<file path="src/rtl/gcd_unit_if.sv">
// gcd_unit_if: host-side bus of the GCD engine.
//   req     - host request; loadVal carries a valid operand while high
//   ack     - four-phase acknowledge from the engine
//   loadVal - operand data (WIDTH bits)
//   result  - last GCD published by the engine (WIDTH bits)
// master: the host / stimulus agent.  slave: the GCD engine.
interface gcd_unit_if #(
  parameter int WIDTH = 16
);
  logic             req;
  logic             ack;
  logic [WIDTH-1:0] loadVal;
  logic [WIDTH-1:0] result;

  modport master (
    output req,
    output loadVal,
    input  ack,
    input  result
  );

  modport slave (
    input  req,
    input  loadVal,
    output ack,
    output result
  );
endinterface

</file>
<file path="src/rtl/gcd_unit.sv">
// gcd_unit: sequential subtractive-Euclid GCD engine for unsigned operands.
// Operand A then operand B are taken over a four-phase req/ack handshake on
// a shared data bus; the engine then performs one Euclid step per cycle and
// publishes the GCD on result, which holds until the next completion.
// Ports:
//   clock - system clock, rising edge
//   reset - asynchronous, active-high
//   bus   - gcd_unit_if slave modport (req, ack, loadVal, result)
module gcd_unit #(
  parameter int WIDTH = 16
) (
  input  logic     clock,
  input  logic     reset,
  gcd_unit_if.slave bus
);

  typedef enum logic [2:0] {
    WAIT_A,
    ACK_A,
    WAIT_B,
    ACK_B,
    COMPUTE
  } state_t;

  state_t           state_q, state_d;
  logic [WIDTH-1:0] a_q, a_d;
  logic [WIDTH-1:0] b_q, b_d;
  logic             ack_q, ack_d;
  logic [WIDTH-1:0] result_q, result_d;

  always_comb begin
    state_d  = state_q;
    a_d      = a_q;
    b_d      = b_q;
    ack_d    = ack_q;
    result_d = result_q;
    case (state_q)
      WAIT_A: begin
        if (bus.req) begin
          a_d     = bus.loadVal;
          ack_d   = 1'b1;
          state_d = ACK_A;
        end
      end
      ACK_A: begin
        if (!bus.req) begin
          ack_d   = 1'b0;
          state_d = WAIT_B;
        end
      end
      WAIT_B: begin
        if (bus.req) begin
          b_d     = bus.loadVal;
          ack_d   = 1'b1;
          state_d = ACK_B;
        end
      end
      ACK_B: begin
        if (!bus.req) begin
          ack_d   = 1'b0;
          state_d = COMPUTE;
        end
      end
      COMPUTE: begin
        // Zero operands terminate immediately so gcd(0,x)=x and gcd(0,0)=0;
        // only the larger operand is reduced, so subtraction never wraps.
        if (a_q == '0) begin
          result_d = b_q;
          state_d  = WAIT_A;
        end else if (b_q == '0) begin
          result_d = a_q;
          state_d  = WAIT_A;
        end else if (a_q == b_q) begin
          result_d = a_q;
          state_d  = WAIT_A;
        end else if (a_q > b_q) begin
          a_d = a_q - b_q;
        end else begin
          b_d = b_q - a_q;
        end
      end
      default: begin
        state_d = WAIT_A;
        ack_d   = 1'b0;
      end
    endcase
  end

  always_ff @(posedge clock or posedge reset) begin
    if (reset) begin
      state_q  <= WAIT_A;
      a_q      <= '0;
      b_q      <= '0;
      ack_q    <= 1'b0;
      result_q <= '0;
    end else begin
      state_q  <= state_d;
      a_q      <= a_d;
      b_q      <= b_d;
      ack_q    <= ack_d;
      result_q <= result_d;
    end
  end

  assign bus.ack    = ack_q;
  assign bus.result = result_q;

endmodule

</file>
<file path="src/flat_wrapper.sv">
// flat-port wrapper written by rule: the top's interface ports become plain ports
module gcd_unit_flat 
#(
  parameter int WIDTH = 16
)
  (clock, reset, bus_req, bus_loadVal, bus_ack, bus_result);
  gcd_unit_if #(.WIDTH(WIDTH)) bus_i ();
  input  logic clock;
  input  logic reset;
  input wire logic [$bits(bus_i.req)-1:0] bus_req;
  input wire logic [$bits(bus_i.loadVal)-1:0] bus_loadVal;
  output wire logic [$bits(bus_i.ack)-1:0] bus_ack;
  output wire logic [$bits(bus_i.result)-1:0] bus_result;
  assign bus_i.req = bus_req;
  assign bus_i.loadVal = bus_loadVal;
  assign bus_ack = bus_i.ack;
  assign bus_result = bus_i.result;
  gcd_unit #(.WIDTH(WIDTH)) u_core (.clock(clock), .reset(reset), .bus(bus_i));
endmodule
</file>
<file path="config.mk">
export PLATFORM = sky130hd
export DESIGN_NAME = gcd_unit_flat
export DESIGN_NICKNAME = d
export VERILOG_FILES = /design/src/rtl/gcd_unit_if.sv /design/src/rtl/gcd_unit.sv /design/src/flat_wrapper.sv
export SDC_FILE = /design/constraint.sdc
export NUM_CORES = 1
export LEC_CHECK = 0
export CELL_PAD_IN_SITES_DETAIL_PLACEMENT = 0
export CELL_PAD_IN_SITES_GLOBAL_PLACEMENT = 2
export CORE_AREA = 2 2 94 133
export DETAILED_ROUTE_END_ITERATION = 10
export DIE_AREA = 0 0 96 135
export GPL_TIMING_DRIVEN = 0
export PLACE_DENSITY = 0.78
export SYNTH_ARGS = -nofsm -noshare
export SYNTH_HDL_FRONTEND = slang
export SYNTH_SLANG_ARGS = --single-unit
</file>
<file path="constraint.sdc">
create_clock -name clock -period 3.25 [get_ports clock]
set_input_delay 0.65 -clock clock [delete_from_list [all_inputs] [get_ports clock]]
set_output_delay 0.65 -clock clock [all_outputs]
set_load 0.005 [all_outputs]
</file>
# [Word-level counts from Yosys, hierarchy flattened]
# Index checks and enable logic that the tools add are counted.
[op_classes] n_addsub=2 multipliers=0 div=0 order_cmp=1 n_eq_ne=17 shift=0 mux=25 n_bitwise=1 n_reduce_logical=13
[ops] cell="2-to-1 mux 16 bit" n=12
[ops] cell="one-hot mux 16 bit (2 select lines)" n=2
[ops] cell="zero test 16 bit" n=2
[ops] cell="subtractor 16 bit" n=2
[ops] cell="2-to-1 mux 3 bit" n=7
[ops] cell="inequality test 2 bit, second input constant" n=9
[ops] cell="== test 16 bit" n=1
[ops] cell="greater-than comparator 16 bit" n=1
[ops] cell="one-hot mux 3 bit (5 select lines)" n=1
[ops] cell="AND reduction 6 bit" n=2
[ops] cell="== test 3 x 2 -> 1 bit, second input constant" n=2
[ops] cell="AND reduction 5 bit" n=1
[ops] cell="inequality test 2 x 1 -> 1 bit, second input constant" n=2
[ops] cell="inequality test 4 x 1 -> 1 bit, second input constant" n=1
[ops] cell="nonzero test 2 bit" n=2
[ops] cell="OR reduction 2 bit" n=2
[ops] cell="== test 3 x 1 -> 1 bit, second input constant" n=1
[ops] cell="== test 3 bit, second input constant" n=1
[ops] cell="zero test 3 bit" n=1
[ops] cell="one-hot mux 1 bit (3 select lines)" n=1
[ops] cell="AND reduction 3 bit" n=1
[ops] cell="nonzero test 3 bit" n=1
[ops] cell="2-to-1 mux 1 bit" n=2
[ops] cell="AND reduction 2 bit" n=1
[ops] cell="NOT 1 bit" n=1
[totals] register_bits=52 latchBits=0 mem_bits_rw=0 mem_bits_ro=0 out_inout_bits=17 mem_count=0

# [Logic depth before layout (Yosys ltp)]
[depth] depth_word=6 depth_mapped=10 mapped_depth_nobuf=9

# [Worst setup path before layout]
# OpenSTA, ideal clock, no wires.
[synth_path] kind="register to register" from="register u_core.b_q[0]" to="register u_core.a_q[11]" setup_ns=0.139 t_arrival_ns=2.567 t_required_ns=3.111 path_slack_ns=0.544 path_stages_with_launch=9 path_buffers=1 cell_sequence="dfrtp_1 ha_1 fa_1 nand2b_1 a211oi_1 o2111ai_1 a32oi_2 buf_2 a41oi_1"
[synth_via] elab_chain_cells=6 elab_cells_between_ends=13 classes_between="add/sub (1); order compare (1); eq/ne (4); mux (5); reduce/logical (2)"
[synth_rtl] element="start, declared" line="gcd_unit.sv:27" rtl="logic [WIDTH-1:0] b_q, b_d;"
[synth_rtl] element="start signal, assigned" line="gcd_unit.sv:93" rtl="b_q <= '0;"
[synth_rtl] element="start signal, assigned" line="gcd_unit.sv:99" rtl="b_q <= b_d;"
[synth_rtl] element="subtractor 16 bit" line="gcd_unit.sv:77" rtl="a_d = a_q - b_q;"
[synth_rtl] element="2-to-1 mux 16 bit" line="gcd_unit.sv:76" rtl="end else if (a_q > b_q) begin"
[synth_rtl] element="2-to-1 mux 16 bit" line="gcd_unit.sv:73" rtl="end else if (a_q == b_q) begin"
[synth_rtl] element="2-to-1 mux 16 bit" line="gcd_unit.sv:70" rtl="end else if (b_q == '0) begin"
[synth_rtl] element="2-to-1 mux 16 bit" line="gcd_unit.sv:67" rtl="if (a_q == '0) begin"
[synth_rtl] element="one-hot mux 16 bit (2 select lines)" line="gcd_unit.sv:37" rtl="case (state_q)"
[synth_rtl] element="end signal, assigned" line="gcd_unit.sv:92" rtl="a_q <= '0;"
[synth_rtl] element="end signal, assigned" line="gcd_unit.sv:98" rtl="a_q <= a_d;"
[synth_rtl] element="end, declared" line="gcd_unit.sv:26" rtl="logic [WIDTH-1:0] a_q, a_d;"
# Several ways; a longest one is shown, not always the timed one. The select of a mux whose other input is x is not followed.
# A chain may end at the register's enable or synchronous reset.

# [Worst setup path in the final report]
[layout_path] from="register u_core.a_q[0]" to="register u_core.a_q[5]"
[layout_via] elab_chain_cells=6 elab_cells_between_ends=13 classes_between="add/sub (1); order compare (1); eq/ne (4); mux (5); reduce/logical (2)"
[layout_rtl] element="subtractor 16 bit" line="gcd_unit.sv:77"
[layout_rtl] element="2-to-1 mux 16 bit" line="gcd_unit.sv:76"
[layout_rtl] element="2-to-1 mux 16 bit" line="gcd_unit.sv:73"
[layout_rtl] element="2-to-1 mux 16 bit" line="gcd_unit.sv:70"
[layout_rtl] element="2-to-1 mux 16 bit" line="gcd_unit.sv:67"
[layout_rtl] element="one-hot mux 16 bit (2 select lines)" line="gcd_unit.sv:37"
# Several ways; a longest one is shown, not always the timed one. The select of a mux whose other input is x is not followed.

==> Implementation_results.wiki <==
{| class="wikitable"
! Metric !! Value
|-
| Post-layout instance count excluding filler cells || 690
|-
| Tightest hold margin || 533 ps
|-
| Horiz. Die Dim || 96 um
|-
| Floorplan Core Area || 11,700 sq um
|-
| Placement-stage cell area || 4700 sq um
|-
| Synth top cells by count || sky130_fd_sc_hd__a21oi_1 (63), sky130_fd_sc_hd__dfrtp_1 (52), sky130_fd_sc_hd__nand2_1 (49)
|-
| Detailed-route wire length per cell || 20.2 um
|-
| Syn avg cell area || 8.37 sq um
|-
| Peak fanout along the critical path || 10
|-
| Placer congestion estimate || 0.946
|-
| Clock network fraction of total power || a little over 10%
|-
| Sequential Power Share || around 23%
|-
| Clock tree from TritonCTS || done
|-
| Final critical-path setup slack || between 150 and 200 ps
|-
| Number of enable-type register cells in the synthesized netlist || 0
|-
| Hold buffer count at cts || 0
|-
| Relative slew margins || 49.2%
|-
| Leftover overflow at the end of global routing || 0
|-
| Dpl ws || -438 ps
|-
| Synthesized netlist cell count || approximately 500
|-
| Net count after synthesis || 548
|-
| Relative contribution of combinational cells to total power || between 60% and 70%
|-
| Top area cells in the synthesized netlist || sky130_fd_sc_hd__dfrtp_1 (31%), sky130_fd_sc_hd__ha_1 (9.3%), sky130_fd_sc_hd__a21oi_1 (7.6%)
|-
| Setup repair after global routing missed its margin || no
|-
| FF+latch count, synth || 52
|-
| Area added between synthesis and finish || 18.2%
|-
| Sum of negative setup slack || 0 ps
|-
| Clock period minus final worst setup slack || 3050 ps
|-
| Unique cell type count in the Yosys netlist || 63
|-
| Inserted Clock Buffers || 5
|-
| Highest clock frequency the design can meet || around 330 MHz
|-
| Average vias per placed instance || 5.50
|-
| Switching share of power || 52.4%
|-
| Total power per unit cell area || around 1100 nW/um^2
|-
| Port bufs || 35
|-
| Antenna violations before repair || 0
|-
| Initial DRC count || 222
|-
| Path type of the worst min-delay path || reg2reg
|-
| Internal power consumption || around 2.6 mW
|-
| Period utilisation layout || roughly 94%
|-
| Max capacitance violation total || 0
|-
| Warning count from the yosys run || 0
|-
| Max Clock Skew || 9.52 ps
|-
| # DRC || 0
|-
| Max Root-Sink Buffers || 2
|-
| Fraction of layout cells with a size suffix above 1 || 10.7%
|-
| Number of top-level pins || 36
|-
| P_sw || 2.86 mW
|-
| Global-route wire length before repair || 21,900 um
|-
| Overall die height || 135 um
|-
| Number of slew-limit violations in the final report || 0
|-
| DPL Wire Length || 10,900 um
|-
| Floorplan row count || 47
|-
| Total iterations of the first detailed-routing run || 4
|-
| Final hold viol count || 0
|-
| Initial standard-cell utilization of the core || between 30% and 40%
|-
| Maximum ir drop on the vdd rail || ~0.48 mV
|-
| Vias in the first global route || 3,901
|-
| CTS sink count || 52
|-
| Overall die area || about 13,000 sq um
|-
| Post-route cell area || 4910 sq um
|-
| Number of filler cells placed in the layout || 1,211
|-
| Endpoints failing setup || 0
|-
| Result of the run || finished, final reports clean
|-
| Antenna viol nets, final || 0
|-
| H-tree depth reported by CTS || 2
|-
| Arrival time at the worst endpoint || 3270 ps
|-
| Worst skew pair latency || 300 ps
|-
| Part of the Yosys area used for sequential elements || 31.4%
|-
| Leak || around 2.1 nW
|-
| Share of the synthesized area in the top cell type || 31.4%
|-
| Cell taking the most area after synthesis || sky130_fd_sc_hd__dfrtp_1
|-
| Critical path capture point type || flop
|-
| Post-CTS clock slew at the launch and capture registers of the worst setup and hold paths || 80 ps
|-
| Critical path class || reg2reg
|-
| Ys async rst share || between 90% and 100%
|-
| Gr usage total || 22.8%
|-
| Launching element type of the critical path || flop
|-
| Area of the mapped netlist || between 4000 and 5000 sq um
|-
| Clock root buffer master || sky130_fd_sc_hd__clkbuf_16
|-
| Worst Max-Slew Pin Slew || ~760 ps
|-
| Dominant register cell in the synthesized netlist || sky130_fd_sc_hd__dfrtp_1
|-
| Number of nets at the end of the flow || 594
|-
| Endpoint required time on the critical path || roughly 3500 ps
|-
| Placed cell count || 679
|-
| Sum of routed wire length over all layers || 13,900 um
|-
| # diodes || 0
|-
| Maximum number of pins on one net before global-route repair || 28
|-
| Total via count in the routed design || 3,798
|-
| Library cell with the highest instance count after synthesis || sky130_fd_sc_hd__a21oi_1
|}
## cell families (layout without fill, tap and decap cells)
kind of cell	count (synthesis)	after routing	synth area share, %
adders and majority gates	33	33	10.3
DFF	52	52	31.4
muxes	23	23	6.60
buffers and inverters	63	110	6.81
AOI/OAI and AO/OA	147	147	22.4
and+or+nand+nor	161	161	18.9
xor gates and xnor gates	17	17	3.59
## metal layers
| metal | GRT usage (%) | share of wire, % | vias up |
|---|---|---|---|
| met1 | 27.1 | 40 | 1845 |
| met4 | 10.7 | 3.6 | 0 |
| met3 | 2.40 | 3.5 | 24 |
| met5 | 0 | 0 | - |
| li1 | - | - | 1845 |
| met2 | 40.1 | 53 | 84 |
## worst paths after layout
kind | startpoint | slack [ps] | to | cells past startpoint
max | u_core.a_q[0] | 200 | u_core.a_q[5] | 10
min in group asynchronous | reset | 730 | u_core.bus.result[4] | 2
min | u_core.bus.result[12] | 530 | u_core.bus.result[12] | 2
max reg2reg | u_core.a_q[0] | 200 | u_core.a_q[5] | 10
min reg2reg | u_core.bus.result[12] | 530 | u_core.bus.result[12] | 2
max in group asynchronous | reset | 1960 | u_core.b_q[10] | 3
## sequential cells by signal, summed over array words and instances, names as in the netlist
register,cells
u_core.a_q,16
u_core.bus.result,16
u_core.bus.ack,1
u_core.b_q,16
u_core.state_q,3
## critical path, stage by stage, from the launching register on
cell,delay [ps]
sky130_fd_sc_hd__dfrtp_1,420
sky130_fd_sc_hd__inv_1,70
sky130_fd_sc_hd__ha_1,220
sky130_fd_sc_hd__fa_1,460
sky130_fd_sc_hd__nand2b_1,210
sky130_fd_sc_hd__a211oi_4,330
sky130_fd_sc_hd__o2111ai_2,280
sky130_fd_sc_hd__a32oi_4,370
sky130_fd_sc_hd__buf_2,330
sky130_fd_sc_hd__nor2_1,80
sky130_fd_sc_hd__a31oi_1,160
## final cells by class
type	count	area (sq um)	share of cell area (%)
Clock inverter	2	16.3	0.332
Buffer	27	148	3.01
Clock buffer	6	129	2.63
Timing Repair Buffer	39	393	8.01
Tap cell	147	184	3.75
Multi-Input combinational cell	381	2600	53.0
Inverter	36	135	2.75
Sequential cell	52	1300	26.5
## through the flow
| stage | utilization (%) | power, mW |
|---|---|---|
| global placement | 40.0 | 4.81 |
| floorplan | - | 3.78 |
| global route | 41.9 | 5.94 |
| detailed placement | 40.2 | 4.81 |
| finish | 41.9 | 5.45 |
| CTS | 41.8 | 5.44 |
## power groups by stage
stage | clock [mW] | sequential [mW] | combinational [mW]
after global routing | 0.598 | 1.26 | 4.08
final | 0.555 | 1.23 | 3.67
after CTS | 0.571 | 1.22 | 3.64
after floorplan | 0 | 1.08 | 2.70
after global placement | 0 | 1.23 | 3.57
after detailed placement | 0 | 1.23 | 3.58
## cell usage in the layout (no fill, tap or decap), types with 9 or more instances in the layout
| cell type | instances |
|---|---|
| sky130_fd_sc_hd__a21oi_1 | 62 |
| sky130_fd_sc_hd__dfrtp_1 | 52 |
| sky130_fd_sc_hd__nand2_1 | 49 |
| sky130_fd_sc_hd__nor2_1 | 47 |
| sky130_fd_sc_hd__o21ai_0 | 38 |
| sky130_fd_sc_hd__inv_1 | 35 |
| sky130_fd_sc_hd__clkdlybuf4s50_1 | 35 |
| sky130_fd_sc_hd__ha_1 | 31 |
| sky130_fd_sc_hd__clkbuf_1 | 14 |
| sky130_fd_sc_hd__nand4_1 | 11 |
| sky130_fd_sc_hd__nor4_1 | 10 |
| sky130_fd_sc_hd__nand3_1 | 9 |
| sky130_fd_sc_hd__mux2i_1 | 9 |
| sky130_fd_sc_hd__xnor2_1 | 9 |
## what timing repair did
item	CTS	global route
gates resized for setup	2	3
cloned	0	0
setup endpoints to repair	25	17
setup buffers	3	0
pin swaps	2	0
Note: power is estimated with default switching activity, not from simulation.
